===== src/rtl/lamp_pkg.sv =====
// Shared types and helpers for the lamp ramp controller.
package lamp_pkg;

    // Controller states: settled, stepping upward, stepping downward.
    typedef enum logic [1:0] {
        IDLE      = 2'd0,
        RAMP_UP   = 2'd1,
        RAMP_DOWN = 2'd2
    } lamp_state_t;

    // Clamp a requested lamp count to the number of lamps physically present.
    function automatic int unsigned sat_lamp_count(input int unsigned count,
                                                   input int unsigned n_lamps);
        return (count > n_lamps) ? n_lamps : count;
    endfunction

endpackage


===== src/rtl/lamp_thermometer.sv =====
// Combinational level -> thermometer decoder: lamp i is lit iff i < level.
module lamp_thermometer #(
    parameter int N_LAMPS = 16,
    parameter int CNT_W   = $clog2(N_LAMPS + 1)
) (
    input  logic [CNT_W-1:0]   level,
    output logic [N_LAMPS-1:0] lights
);

    // Each lamp compares its own index against the lit count.
    always_comb begin
        lights = '0;
        for (int i = 0; i < N_LAMPS; i++) begin
            lights[i] = (level > CNT_W'(i));
        end
    end

endmodule


===== src/rtl/lamp_ramp_ctrl.sv =====
// Lamp ramp controller: walks the lit-lamp count one step per STEP_CYCLES
// clocks toward the latest requested target, reversing direction when
// retargeted. Optional auto-off after HOLD_CYCLES idle clocks is compiled
// in with the LAMP_HOLD_TIMEOUT_EN macro.
module lamp_ramp_ctrl
    import lamp_pkg::*;
#(
    parameter int N_LAMPS     = 16,
    parameter int CNT_W       = $clog2(N_LAMPS + 1),
    parameter int STEP_CYCLES = 4,
    parameter int HOLD_CYCLES = 1024
) (
    input  logic               clk,
    input  logic               rst_n,
    input  logic               enable,
    input  logic               target_valid,
    input  logic [CNT_W-1:0]   target_count,
    output logic [N_LAMPS-1:0] lights_state,
    output logic [CNT_W-1:0]   level,
    output logic               busy,
    output logic               done
);

    localparam int                STEP_W    = (STEP_CYCLES > 1) ? $clog2(STEP_CYCLES) : 1;
    localparam logic [STEP_W-1:0] STEP_LAST = STEP_W'(STEP_CYCLES - 1);
    localparam logic [CNT_W-1:0]  LEVEL_MAX = CNT_W'(N_LAMPS);

    lamp_state_t         state;
    lamp_state_t         state_nxt;
    lamp_state_t         desired;
    logic [CNT_W-1:0]    tgt_q;
    logic [CNT_W-1:0]    tgt_nxt;
    logic [CNT_W-1:0]    target_sat;
    logic [CNT_W-1:0]    level_nxt;
    logic [STEP_W-1:0]   step_cnt;
    logic [STEP_W-1:0]   step_nxt;
    logic [N_LAMPS-1:0]  therm_nxt;
    logic                tick;
    logic                done_nxt;
    logic                hold_fire;

    assign target_sat = CNT_W'(sat_lamp_count(int'(unsigned'(target_count)), N_LAMPS));

`ifdef LAMP_HOLD_TIMEOUT_EN
    localparam int               IDLE_W    = $clog2(HOLD_CYCLES + 1);
    localparam logic [IDLE_W-1:0] HOLD_LAST = IDLE_W'(HOLD_CYCLES - 1);

    logic [IDLE_W-1:0] idle_cnt;

    // Auto-off fires once the lamps have sat lit and untouched for HOLD_CYCLES clocks.
    always_comb begin
        hold_fire = (state == IDLE) && (level != '0) && enable && !target_valid &&
                    (idle_cnt == HOLD_LAST);
    end

    // Idle counter: runs only while settled with lamps lit; any new target restarts it.
    always_ff @(posedge clk or negedge rst_n) begin
        if (!rst_n) begin
            idle_cnt <= '0;
        end else if (target_valid || (state != IDLE) || (level == '0) || hold_fire) begin
            idle_cnt <= '0;
        end else if (enable) begin
            idle_cnt <= idle_cnt + 1'b1;
        end
    end
`else
    // Lamps hold indefinitely: no auto-off.
    assign hold_fire = 1'b0;
`endif

    // State register.
    always_ff @(posedge clk or negedge rst_n) begin
        if (!rst_n) begin
            state <= IDLE;
        end else begin
            state <= state_nxt;
        end
    end

    // Next-state logic: apply any step tick first, then compare the (possibly
    // new) target against the updated level to choose the direction.
    always_comb begin
        tick = (state != IDLE) && enable && (step_cnt == STEP_LAST);

        level_nxt = level;
        if (tick) begin
            if ((state == RAMP_UP) && (level != LEVEL_MAX)) begin
                level_nxt = level + 1'b1;
            end else if ((state == RAMP_DOWN) && (level != '0)) begin
                level_nxt = level - 1'b1;
            end
        end

        tgt_nxt = tgt_q;
        if (target_valid) begin
            tgt_nxt = target_sat;
        end else if (hold_fire) begin
            tgt_nxt = '0;
        end

        if (tgt_nxt > level_nxt) begin
            desired = RAMP_UP;
        end else if (tgt_nxt < level_nxt) begin
            desired = RAMP_DOWN;
        end else begin
            desired = IDLE;
        end

        // While disabled the state freezes; a captured target is acted on later.
        state_nxt = state;
        if (enable) begin
            state_nxt = desired;
        end

        // Step timer restarts on ramp entry and on reversal, otherwise wraps on tick.
        step_nxt = step_cnt;
        if (enable) begin
            if ((state_nxt == IDLE) || (state_nxt != state)) begin
                step_nxt = '0;
            end else if (tick) begin
                step_nxt = '0;
            end else begin
                step_nxt = step_cnt + 1'b1;
            end
        end

        // Settling from a ramp, or a target that already matches while idle.
        done_nxt = ((state != IDLE) && (state_nxt == IDLE)) ||
                   ((state == IDLE) && target_valid && (target_sat == level));
    end

    // Output logic driven from the state register.
    always_comb begin
        busy = (state != IDLE);
    end

    lamp_thermometer #(
        .N_LAMPS (N_LAMPS),
        .CNT_W   (CNT_W)
    ) u_therm (
        .level  (level_nxt),
        .lights (therm_nxt)
    );

    // Level, target, step timer, lamp pattern and done pulse registers.
    always_ff @(posedge clk or negedge rst_n) begin
        if (!rst_n) begin
            level        <= '0;
            tgt_q        <= '0;
            step_cnt     <= '0;
            lights_state <= '0;
            done         <= 1'b0;
        end else begin
            level        <= level_nxt;
            tgt_q        <= tgt_nxt;
            step_cnt     <= step_nxt;
            lights_state <= therm_nxt;
            done         <= done_nxt;
        end
    end

endmodule


===== config.mk =====
export PLATFORM = sky130hd
export DESIGN_NAME = lamp_ramp_ctrl
export DESIGN_NICKNAME = d
export VERILOG_FILES = /design/src/rtl/lamp_pkg.sv /design/src/rtl/lamp_thermometer.sv /design/src/rtl/lamp_ramp_ctrl.sv
export SDC_FILE = /design/constraint.sdc
export NUM_CORES = 1
export LEC_CHECK = 0
export ABC_AREA = 0
export BUFFER_PORTS_ARGS = -buffer_cell sky130_fd_sc_hd__buf_2
export CAP_MARGIN = 10
export CORE_UTILIZATION = 54
export DETAILED_ROUTE_END_ITERATION = 7
export GPL_ROUTABILITY_DRIVEN = 0
export GPL_TIMING_DRIVEN = 0
export PLACE_DENSITY = 0.78
export SLEW_MARGIN = 10
export SYNTH_ARGS = -nofsm -noshare
export SYNTH_HDL_FRONTEND = slang
export SYNTH_HIERARCHICAL = 1
export SYNTH_SLANG_ARGS = --single-unit

===== constraint.sdc =====
create_clock -name clk -period 3.15 [get_ports clk]
set_input_delay 0.1575 -clock clk [delete_from_list [all_inputs] [get_ports clk]]
set_output_delay 0.1575 -clock clk [all_outputs]
set_load 0.05 [all_outputs]

Word level (Yosys, flattened, before mapping)
Cells that the tools add are included.
Word-level totals
  register bits: 31
  input port bits: 9
  output and inout port bits: 23
  logic and storage cells: 57
Cells by class
  add/subtract/negate cells: 3
  $lt $le $gt $ge: 19
  equality and inequality tests: 6
  multiplexer cells: 10
  reduce and logical (&&, ||, !) cells: 13
Operators with widths (number)
  $gt 5x4->1 const B: 8
  $mux 5: 5
  $gt 5x3->1 const B: 4
  $gt 5x1->1 const B: 2
  $gt 5x2->1 const B: 2
  $mux 2: 5
  $logic_and 1x1->1: 7
  $add 5x1->5 const B: 1
  $eq 5x5->1: 1
  $gt 5x5->1: 1
  $gt 5x5->1 const B: 1
  $lt 5x5->1: 1
  $ne 5x5->1 const B: 1
  $reduce_bool 5->1: 1
  $sub 5x1->5 const B: 1
  $eq 2x2->1 const B: 2
  $logic_not 2->1: 2
  $add 2x1->2 const B: 1
  $eq 2x1->1 const B: 1
  $logic_or 1x1->1: 2
  $ne 2x2->1: 1
  $reduce_bool 2->1: 1

Longest topological paths before layout
  word-level depth: 12
  gate-level depth with buffers: 11

By module
The synthesis kept the hierarchy.
Modules (own cells, without submodules)
  lamp_ramp_ctrl: times used 1, cells each 126, area an instance 1510.2 um2, seq. area each 775.7 um2
  lamp_thermometer: times used 1, cells each 27, area an instance 142.6 um2, seq. area each 0.0 um2

Least setup slack after synthesis
No wires, ideal clock.
  path kind: register to register
  start: reg level[0]
  end: reg step_cnt[0]
  library setup time: 0.131 ns
  data arrival time: 2.771 ns
  data required time: 3.019 ns
  setup slack: 0.249 ns
  cell stages (with the launch flop): 12
  buffers on the path: 0
  cells stage by stage: dfrtp_1 inv_1 ha_1 nor4b_2 o2bb2ai_2 a21boi_2 xnor2_1 ha_1 nand3_1 o21bai_1 a41oi_1 a21oi_1
On the way
  longest elaborated chain between the ends: 12
RTL lines
  start, declared: line lamp_ramp_ctrl.sv:19  | output logic [CNT_W-1:0] level,
  start signal, assigned: line lamp_ramp_ctrl.sv:154  | level <= level_nxt;
  branches (longest 4 deep; another with $sub 5x1->5)
  $mux 5 *: line lamp_ramp_ctrl.sv:86  | if (tick) begin
  $lt 5x5->1: line lamp_ramp_ctrl.sv:103  | end else if (tgt_nxt < level_nxt) begin
  $mux 2: line lamp_ramp_ctrl.sv:103
  $mux 2 *: line lamp_ramp_ctrl.sv:101  | if (tgt_nxt > level_nxt) begin
  $mux 2 *: line lamp_ramp_ctrl.sv:111  | if (enable) begin
  $ne 2x2->1 / $logic_not 2->1 (equally long branches): line lamp_ramp_ctrl.sv:118  | if ((state_nxt == IDLE) || (state_nxt != state)) begin
  $logic_or 1x1->1 *: line lamp_ramp_ctrl.sv:118
  $mux 2 *: line lamp_ramp_ctrl.sv:118
  end signal, assigned: line lamp_ramp_ctrl.sv:156  | step_cnt <= step_nxt;
  end, declared: line lamp_ramp_ctrl.sv:35  | logic [STEP_W-1:0] step_cnt;
Every way passes the cells marked *.
A chain may end at the register's enable or synchronous reset.

Worst setup path in the final report
  start: reg level[0]
  end: reg step_cnt[1]
The elaborated chain is that of the path after synthesis.

==> impl_results.md <==
* Unrepaired setup endpoints after global routing: no
* Synth async-reset ratio at 100%
* Synth area leaders: dfrtp_1, ha_1, nand2_1
* Reg area at 776 µm²
* DR pass1 iterations at 6
* Count of input and output buffers at 30
* Synth unique cells at between 40 and 50
* Resized Gates After CTS at 0
* Initial DRC count at 39
* Warnings from Yosys at 6
* Postcts setup bufs at 0
* Max-slew violations at 0
* Mapped Cells at 153
* Syn nets at 170
* TritonCTS clock tree: done
* Final TNS setup at 0 ns
* Crit Path Class: flop to flop
* Buf+Inv Stages, Crit Path at 1
* Area delta synth->final at 15.4%
* Hold Fails Final Rpt at 0
* H-tree depth at 2
* Total track usage at between 20% and 30%
* CP max stage delay at 0.49 ns
* Most frequent cell after synthesis: dfrtp_1
* Clk buf depth at 2
* Worst Hold Class: input pin to flop
* # setup viols final at 0
* Avg Synthesized Cell Area at around 11 µm²
* Flops & latches, synth at 31
* Vias in the first global route at 1,289
* Crit path max fanout at 7
* Post-placement cell area at about 1800 µm²
* WP data arrival at between 3 and 4 ns
* Clock network latency to the later pin of the worst-skew pair at 0.33 ns
* Largest net degree at the start of global routing at 32
* Static leakage at between 0.9 and 1 nW
* Num rows at 19
* Post-synth EDFFs at 0
* Post-synthesis instance area at roughly 1700 µm²
* Slew HR at 52.5%
* Slowest CP cell: dfrtp_1
* DR vias/cell at ~5.6
* Worst vdd ir at ~0.0006 V
* Top post-synthesis cells by count: dfrtp_1, nand2_1, inv_1
* Filler cell count at about 240
* Maximum clock rate at approximately 350 MHz
* Core area at between 2000 and 3000 µm²
* First-pass GRT wire length at 5570 µm
* Worst Setup Start Kind: flop
* Worst slew pin tran at a little over 0.7 ns
* Failing checks: design-rule violations
* Detail Route Antenna Nets at 0
* Max-cap violations at 0
* Ant diodes at 0
* Post-route cell area at 1910 µm²
* Post-DR wirelength/cell at 14.2 µm
* Die area at about 3300 µm²
* Vias post-DR at 1,254
* Grt ovf at 0
* Initial core utilization at between 50% and 60%
* Final period util at between 90% and 100%
* Nets at ~210
* Status: complete, but fails checks
* DIE WIDTH at 57.3 µm
* Clk sinks at 31
* Detailed placer's ending HPWL at ~2400 µm
* Minimum clock period at 2.90 ns
* Worst Skew at slightly below 0.01 ns
* Ys flop type: dfrtp_1
* Setup slack, reg-to-reg at around 0.25 ns
* Num CTS Buffers at 5
* Area occupied by multi-input gates at around 790 µm²
* Post-synth top area share at between 40% and 50%
* Final wirelength at approximately 3200 µm
* Drt drc at 2
* Data required, critical path at 3.39 ns
* Die Y-Extent at ~57 µm
* Cell taking the most area after synthesis: dfrtp_1
* Clock slew at reported path FFs at 0.09 ns
* Initial antenna violation count at 0
* # IOs at 32
* Family with the most delay on the worst path: compound AO/OA/AOI/OAI gates
* Cell area power density at 953 nW/µm²
* Share of the yosys chip area belonging to registers at 46.9%
* Worst-path cell chain: inv_1, ha_1, nand4bb_4, a2111oi_4, o21ai_2, xor2_1, ha_1, a21o_1, a21oi_1, a41oi_1, a21oi_1
* Layout cells sized above 1 at between 20 and 30%
* Root buffer selected by CTS: clkbuf_4
* Crit path capture type: flop
## metal layers
| metal | vias to the layer above | global-route usage (%) | part of all wire (%) |
|---|---|---|---|
| li1 | 613 | - | - |
| met1 | 604 | 28.4 | 45 |
| met5 | - | 0 | 0 |
| met4 | 0 | 12.9 | 1.9 |
| met3 | 7 | 7.26 | 4.9 |
| met2 | 30 | 36.0 | 48 |
## sequential cells by signal, indices dropped and copies added, names as in the netlist
register      flops
lights_state     16
done              1
step_cnt          2
tgt_q             5
state             2
level             5
## kinds of logic after synthesis
logic type,Yosys count,share of synthesized area (%)
simple gates,49,18.6
compound gates,33,15.3
flops,31,46.9
buf+inv,18,5.15
xor+xnor,9,4.77
fa+ha+maj,8,6.06
mux,5,3.18
## cells in the final DEF (no fill, tap or decap), types with 6 or more instances in the layout
master / n
nand3_1: 6
nor2_1: 8
buf_2: 32
ha_1: 8
dfrtp_1: 31
inv_1: 12
o21ai_0: 7
a21oi_1: 8
nand2_1: 13
## cell type report
type                       instances  area share (%)
buffer                             6            2.10
clock buffer                       6            2.69
clock inverter                     1           0.262
inverter                          12            2.36
multi-input combinational        104            41.5
sequential                        31            40.7
tap                               31            2.03
timing repair buffer              31            8.39
## through the flow
stage | worst slack [ns] | cells | hold slack (ns) | power (mW) | utilization (%)
final | 0.252 | 222 | 0.147 | 1.82 | 67.4
after global routing | 0.0122 | 222 | 0.141 | 1.95 | 67.4
after CTS | 0.229 | 222 | 0.125 | 1.83 | 67.4
after detailed placement | 0.271 | 214 | 0.230 | 1.60 | 65.1
after global placement | 0.354 | 214 | 0.217 | 1.56 | 65.1
after floorplan | 0.249 | 153 | -0.138 | 1.38 | -
## worst paths after layout
check | from | endpoint | cells after the start
setup / recovery | level[0] | step_cnt[1] | 11
hold / removal | target_count[0] | tgt_q[0] | 3
setup reg to reg | level[0] | step_cnt[1] | 11
hold reg to reg | tgt_q[2] | tgt_q[2] | 1
max in group asynchronous | rst_n | step_cnt[0] | 2
min in group asynchronous | rst_n | tgt_q[3] | 2
## report_power, final
part	total [mW]	internal [mW]	switching, mW	leakage [nW]
logic	1.00	0.309	0.691	0.539
clock network	0.227	0.103	0.124	0.0341
registers	0.591	0.510	0.0807	0.400
total	1.82	0.923	0.896	0.972
## tightest hold or removal path, stage by stage
cell and delay (ns):
buf_2 0.11, nand2_1 0.06, o21ai_0 0.10
## timing repair
action | in CTS | in global routing
setup endpoints to repair | 0 | 0
hold buffers | 1 | 0
hold endpoints to repair | 31 | 0
Power figures use the tool's default switching activity.
